**config.mk**
```make
export PLATFORM = sky130hd
export DESIGN_NAME = mul_issue
export DESIGN_NICKNAME = d
export VERILOG_FILES = /design/src/rtl/mul_issue.sv
export SDC_FILE = /design/constraint.sdc
export NUM_CORES = 1
export LEC_CHECK = 0
export CORE_ASPECT_RATIO = 1.4
export CORE_MARGIN = 2
export CORE_UTILIZATION = 40
export DETAILED_ROUTE_END_ITERATION = 10
export GPL_TIMING_DRIVEN = 0
export PLACE_DENSITY = 0.82
export SLEW_MARGIN = 20
export SYNTH_ARGS = -nofsm -noshare
export SYNTH_HDL_FRONTEND = slang
export SYNTH_SLANG_ARGS = --single-unit
```
**constraint.sdc**
```tcl
create_clock -name clk -period 10 [get_ports clk]
set_input_delay 1 -clock clk [delete_from_list [all_inputs] [get_ports clk]]
set_output_delay 1 -clock clk [all_outputs]
set_load 0.1 [all_outputs]
```
**src/rtl/mul_issue.sv**
```systemverilog
// Issue stage for an external two-cycle multiplier: operand setup, result tag tracking,
// credit-limited request acceptance and an in-order response FIFO.
module mul_issue #(
    parameter int FIFO_DEPTH = 2
) (
    input  logic        clk,
    input  logic        reset,
    input  logic        pause,
    input  logic        flush,
    input  logic        req_valid,
    output logic        req_ready,
    input  logic [1:0]  req_op,
    input  logic [31:0] req_rs1,
    input  logic [31:0] req_rs2,
    input  logic [4:0]  req_rd,
    output logic        mul_en,
    output logic        mac_low,
    output logic        mac_high,
    output logic [32:0] din1,
    output logic [32:0] din2,
    input  logic [31:0] dlout,
    input  logic [31:0] dhout,
    input  logic        vldout,
    input  logic        vhdout,
    output logic        rsp_valid,
    input  logic        rsp_ready,
    output logic [31:0] rsp_data,
    output logic [4:0]  rsp_rd,
    output logic        busy
);

    localparam int AW = (FIFO_DEPTH > 1) ? $clog2(FIFO_DEPTH) : 1;
    localparam int CW = $clog2(FIFO_DEPTH + 1);

    localparam logic [1:0] OP_MUL    = 2'b00;
    localparam logic [1:0] OP_MULH   = 2'b01;
    localparam logic [1:0] OP_MULHSU = 2'b10;

    // tag pipe: stage 1 holds any issued op, stage 2 only high ops still awaiting vhdout
    logic        t1_v;
    logic        t1_hi;
    logic [4:0]  t1_rd;
    logic        t2_v;
    logic [4:0]  t2_rd;

    logic [36:0]   mem [FIFO_DEPTH];
    logic [AW-1:0] wr_ptr;
    logic [AW-1:0] rd_ptr;
    logic [CW-1:0] count;

    logic          high_req;
    logic          issue;
    logic          sgn1;
    logic          sgn2;
    logic [CW:0]   credits_used;
    logic          push_lo;
    logic          push_hi;
    logic          push;
    logic          do_push;
    logic          pop;
    logic          full;
    logic [36:0]   push_word;
    logic [36:0]   head;

    function automatic logic [AW-1:0] ptr_inc(input logic [AW-1:0] p);
        return (p == AW'(FIFO_DEPTH - 1)) ? '0 : p + AW'(1);
    endfunction

    always_comb begin
        high_req     = (req_op != OP_MUL);
        credits_used = {1'b0, count} + (CW+1)'(t1_v) + (CW+1)'(t2_v);
        // a MUL right behind a high op would return its low result alongside the high one
        req_ready    = !reset && !pause && !flush
                       && (credits_used < (CW+1)'(FIFO_DEPTH))
                       && !(t1_v && t1_hi && !high_req);
        issue        = req_valid && req_ready;
        mul_en       = issue;
        mac_low      = issue && !high_req;
        mac_high     = issue && high_req;
        sgn1         = (req_op == OP_MULH) || (req_op == OP_MULHSU);
        sgn2         = (req_op == OP_MULH);
        din1         = issue ? {sgn1 & req_rs1[31], req_rs1} : '0;
        din2         = issue ? {sgn2 & req_rs2[31], req_rs2} : '0;
    end

    always_comb begin
        push_lo   = vldout && !pause && t1_v && !t1_hi;
        push_hi   = vhdout && !pause && t2_v;
        push      = push_lo || push_hi;
        push_word = push_hi ? {dhout, t2_rd} : {dlout, t1_rd};
        full      = (count == CW'(FIFO_DEPTH));
        rsp_valid = (count != '0);
        pop       = rsp_valid && rsp_ready;
        do_push   = push && (!full || pop);
        head      = mem[rd_ptr];
        rsp_data  = rsp_valid ? head[36:5] : '0;
        rsp_rd    = rsp_valid ? head[4:0]  : '0;
        busy      = t1_v || t2_v || rsp_valid;
    end

    always_ff @(posedge clk) begin
        if (reset || flush) begin
            t1_v  <= 1'b0;
            t1_hi <= 1'b0;
            t1_rd <= '0;
            t2_v  <= 1'b0;
            t2_rd <= '0;
        end else if (!pause) begin
            t1_v  <= issue;
            t1_hi <= high_req;
            t1_rd <= req_rd;
            t2_v  <= t1_v && t1_hi;
            t2_rd <= t1_rd;
        end
    end

    always_ff @(posedge clk) begin
        if (reset || flush) begin
            wr_ptr <= '0;
            rd_ptr <= '0;
            count  <= '0;
        end else begin
            if (do_push) wr_ptr <= ptr_inc(wr_ptr);
            if (pop)     rd_ptr <= ptr_inc(rd_ptr);
            case ({do_push, pop})
                2'b10:   count <= count + CW'(1);
                2'b01:   count <= count - CW'(1);
                default: count <= count;
            endcase
        end
    end

    always_ff @(posedge clk) begin
        if (do_push && !reset && !flush) mem[wr_ptr] <= push_word;
    end

endmodule

```
# Word-level counts from Yosys, hierarchy flattened
# Memory sizes are Yosys's and may differ from the RTL's. A register that Yosys moved wholly into a read port is not among the register bits.
# Cells that the tools add are included.
# word_totals
out_inout_bits	109
elab_cells	69
register_bits	17
n_memories	1
in_bits	143
mem_bits_rw	74
# classes
n_reduce_logical	34
mux	12
add_sub_neg	6
bitwise	2
magnitude_cmp	1
eq_ne	5
# memory_table
name	depth	width	rd	rd_clocked_by_memory_dff	wr	line	rtl
mem	2	37	1	1	1	46	logic [36:0] mem [FIFO_DEPTH];
# op_table
operator	n
two-way mux 33 bit	2
two-way mux 37 bit	1
two-way mux 32 bit	1
logical AND 1 bit	18
logical NOT 1 bit	7
equality test 2 bit, second input constant	3
logical OR 1 bit	6
two-way mux 1 bit	6
nonzero test 2 bit	3
two-way mux 5 bit	1
equality test 2 x 1 -> 1 bit, second input constant	2
one-hot mux 2 bit (2 select lines)	1
adder 2 x 1 -> 3 bit	1
adder 3 x 1 -> 3 bit	1
< comparator 3 x 2 -> 1 bit, second input constant	1
adder 1 bit, second input constant	2
adder 2 x 1 -> 2 bit, second input constant	1
bitwise AND 1 bit	2
subtractor 2 x 1 -> 2 bit, second input constant	1

# Longest topological paths before layout
# depth
word_depth	10
ltp_mapped	7
mapped_depth_nobuf	6

# Worst setup path before layout
# Ideal clock, no wire load.
# synth_timing
path_kind	input -> register
from	input port rsp_ready
to	memory mem[0][0], enable pin
n_path_buf	1
stages	4
setup_slack_ps	5090
setup_time_ps	487
arrival_time_ps	4423
t_required_ps	9513
path_cell_list	clkbuf_1 > nor3b_1 > a211oi_1 > nor3b_1
# synth_between
elab_chain_cells	7
# synth_lines
item	line	rtl
from (decl)	26	input logic rsp_ready,
logical AND 1 bit	93	pop = rsp_valid && rsp_ready;
logical OR 1 bit	94	do_push = push && (!full || pop);
logical AND 1 bit	94	
logical AND 1 bit (2 in a row)	134	if (do_push && !reset && !flush) mem[wr_ptr] <= push_word;
two-way mux 1 bit	134	
two-way mux 1 bit (not written as such)	134	
to (decl)	46	
# No other way between the ends.

# Final worst setup path
# layout_timing
from	input port pause
to	output port mac_high
# layout_between
elab_chain_cells	7
# layout_lines
item	line	rtl
from (decl)	8	input logic pause,
logical NOT 1 bit	n/a	
logical AND 1 bit (2 in a row)	73	req_ready = !reset && !pause && !flush
logical AND 1 bit	74	&& (credits_used < (CW+1)'(FIFO_DEPTH))
logical AND 1 bit	75	&& !(t1_v && t1_hi && !high_req);
logical AND 1 bit	76	issue = req_valid && req_ready;
logical AND 1 bit	79	mac_high = issue && high_req;
to (decl)	18	output logic mac_high,
# No other way between the ends.

==> results.ini <==
[global_route]
grt_overflow = 0
track_usage = 0.272
antenna_found_initial = 9
grt_start_max_net_pins = 22
grt_pass1_vias = 4194
grt_pass1_wl_mm = 23.6

[final_layout]
final_nets = 781
area_growth_pct = 68.3
utilization = 0.683
layout_commonest_cell = clkdlybuf4s50_1
nFillCells = 816
layout_common_cells = 250 x clkdlybuf4s50_1, 74 x edfxtp_1, 65 x and3_1
layout-drive-gt1-share = 0.108

[drt]
drt_iter0_markers = 166
routedWlPerCell_um = 21.2
drc = 0
drt_wl_total_mm = 16.8
antenna_left = 0
drtPass1Iterations = 4
drt-vias-per-instance = 5.15
vias = 4089

[synth]
synth-seq-cells = 92
synth-main-ff-cell = edfxtp_1
synthDistinctLibCells = 33
synth_edf_count = 74
synth_cells = 369
synth_fp_nets = 515
avgSynthCellArea_um2 = 12.3
ys_warn_count = 0
yosysSeqAreaShare = 0.570
synthArstFlopShare = 0
syn_area_mm2 = 0.00453

[die]
start_util = 0.406
rows = 46
dieArea_mm2 = 0.0122
boundaryPins = 252
die_w_um = 94.0
fp.coreArea_mm2 = 0.0112
die_h_um = 130

[power_and_ir_drop]
p_switching_mw = 0.199
pwr-share-seq = 0.458
power.share.switching = 0.219
powerDensity_mw_per_mm2 = 119
clkPwrFrac = 0.391
p_leak_nw = 2.89
ir_drop_uv = 65.1
power_frac_comb = 0.152
p_int_mw = 0.708

[cts]
cts_tree = done
cts_buffers = 9
cts-root-buf = clkbuf_16
hold_buffers = 0
clockBufferDepth = 2
cts_num_sinks = 92
clkSlewWorstSetupHoldPaths_ns = 0.06
cts_resized = 0
cts_setup_buffers = 0
htreeDepth = 3
worstSkewPairLatency_ns = 0.33

[sta]
clock-skew-final_ns = 0.00534
relSlewSlack = 0.275
worst_hold_slack_ns = 0.499
maxSlewViolCount = 0
finalCritPeriodShare = 0.515
rsz0062_at_grt = false
fmax_mhz = 194
finalCriticalPeriod_ns = 5.15
setup-tns-final_ns = 0
setup_viol = 0
tightestPinTransition_ns = 1.08
hold_viol = 0

[critical_path]
arrival_ns = 4.15
end_kind = output pin
rr_worst_depth = 5
rr_endpoint = mem[0][18]
endpoint = mac_high
crit_chain = clkdlybuf4s50_1 > or4_1 > a211oi_2 > buf_4 > and2_1 > and2b_1 > clkdlybuf4s50_1
cp_slowest_stage_delay_ns = 1.15
crit_type = in2out
crit_required_ns = 9.00
reg2reg_from = t1_v
crit_start = pause
reg2reg_setup_slack_ns = 7.71
slowest_stage = clkdlybuf4s50_1
cp-start-kind = input port
path_common_cell = clkdlybuf4s50_1
cp_max_fo = 10

[placed_design]
gp_congestion = 0.864
dp_hpwl_mm = 13.7
port_buffers = 250

[worst_hold_path]
hp-class = reg2reg

[run_status]
status = completed

[job]
cap_viol_max_count = 0

-- metrics by stage --
| stage | total power, mW | instance area, µm² | std cells | setup WS, ns |
|---|---|---|---|---|
| after floorplan | 0.486 | 4530 | 369 | 5.09 |
| after global placement | 0.558 | 7210 | 763 | 3.10 |
| after detailed placement | 0.560 | 7280 | 768 | 4.85 |
| after CTS | 0.913 | 7600 | 784 | 4.83 |
| after global routing | 0.933 | 7600 | 785 | 4.70 |
| final | 0.907 | 7630 | 794 | 4.85 |
-- worst min path at each step --
stage / startpoint / end / slack (ns) / cells past startpoint
after floorplan: wr_ptr / wr_ptr / 0.44 / 2
after global placement: wr_ptr / wr_ptr / 0.45 / 2
after detailed placement: wr_ptr / wr_ptr / 0.49 / 2
after CTS: wr_ptr / wr_ptr / 0.50 / 2
after global routing: wr_ptr / wr_ptr / 0.53 / 2
final: wr_ptr / wr_ptr / 0.50 / 2
-- routing by layer --
metal	part of all wire	track usage	wire (µm)	vias to the layer above
met1	0.36	0.298	6020	1924
met3	0.11	0.105	1920	24
met5	0.0032	0	54	-
met4	0.017	0.0699	282	8
met2	0.51	0.489	8530	231
li1	-	-	-	1902
-- worst max-delay path, delay by kind of cell --
family / cells / cell delay [ns]
buf+inv: 3 / 1.84
simple gates: 3 / 1.01
compound gates: 1 / 0.29
-- state kept, by name, summed over array words and instances (netlist names), named ones only --
signal and cells:
t1_v 1, t2_rd 5, t1_hi 1, wr_ptr 1, rd_ptr 1, t2_v 1, mem 74, t1_rd 5
count 2
-- Yosys cell counts (all sizes together) (2+ instances only) --
library cell / n / area, µm²
edfxtp: 74 / 2220
and3: 66 / 413
nor2: 53 / 199
mux2i: 47 / 470
mux2: 37 / 417
buf: 18 / 93.8
dfxtp: 18 / 360
clkbuf: 13 / 48.8
nand2: 5 / 18.8
a211oi: 4 / 35.0
inv: 4 / 15.0
a21oi: 3 / 15.0
and2: 3 / 18.8
ha: 3 / 37.5
nand3b: 3 / 22.5
and4b: 2 / 20.0
nor3b: 2 / 15.0
xor2: 2 / 17.5
-- layout make-up --
class / count / area [µm²] / share of cell area
Inverter: 4 / 15.0 / 0.00197
Buffer: 31 / 143 / 0.0187
Clock inverter: 5 / 76.3 / 0.0100
Multi-Input combinational cell: 242 / 1800 / 0.236
Timing Repair Buffer: 255 / 2560 / 0.336
Antenna cell: 10 / 25.0 / 0.00328
Tap cell: 144 / 180 / 0.0236
Sequential cell: 92 / 2580 / 0.339
Clock buffer: 11 / 243 / 0.0318
-- power by group through the flow --
stage | Sequential [mW] | Combinational, mW | Clock (mW)
global route | 0.415 | 0.144 | 0.373
global placement | 0.423 | 0.135 | 0
finish | 0.415 | 0.138 | 0.354
CTS | 0.415 | 0.138 | 0.359
detailed placement | 0.423 | 0.137 | 0
floorplan | 0.423 | 0.0634 | 0
-- cell families after synthesis --
kind of cell    Yosys count  synth area share
simple gates            139             0.163
fa+ha+maj                 3           0.00828
buf+inv                  35            0.0348
xor+xnor                  2           0.00387
flops                    92             0.570
mux                      84             0.196
compound gates           14            0.0240
No activity file was read; power rests on OpenSTA's default activity.
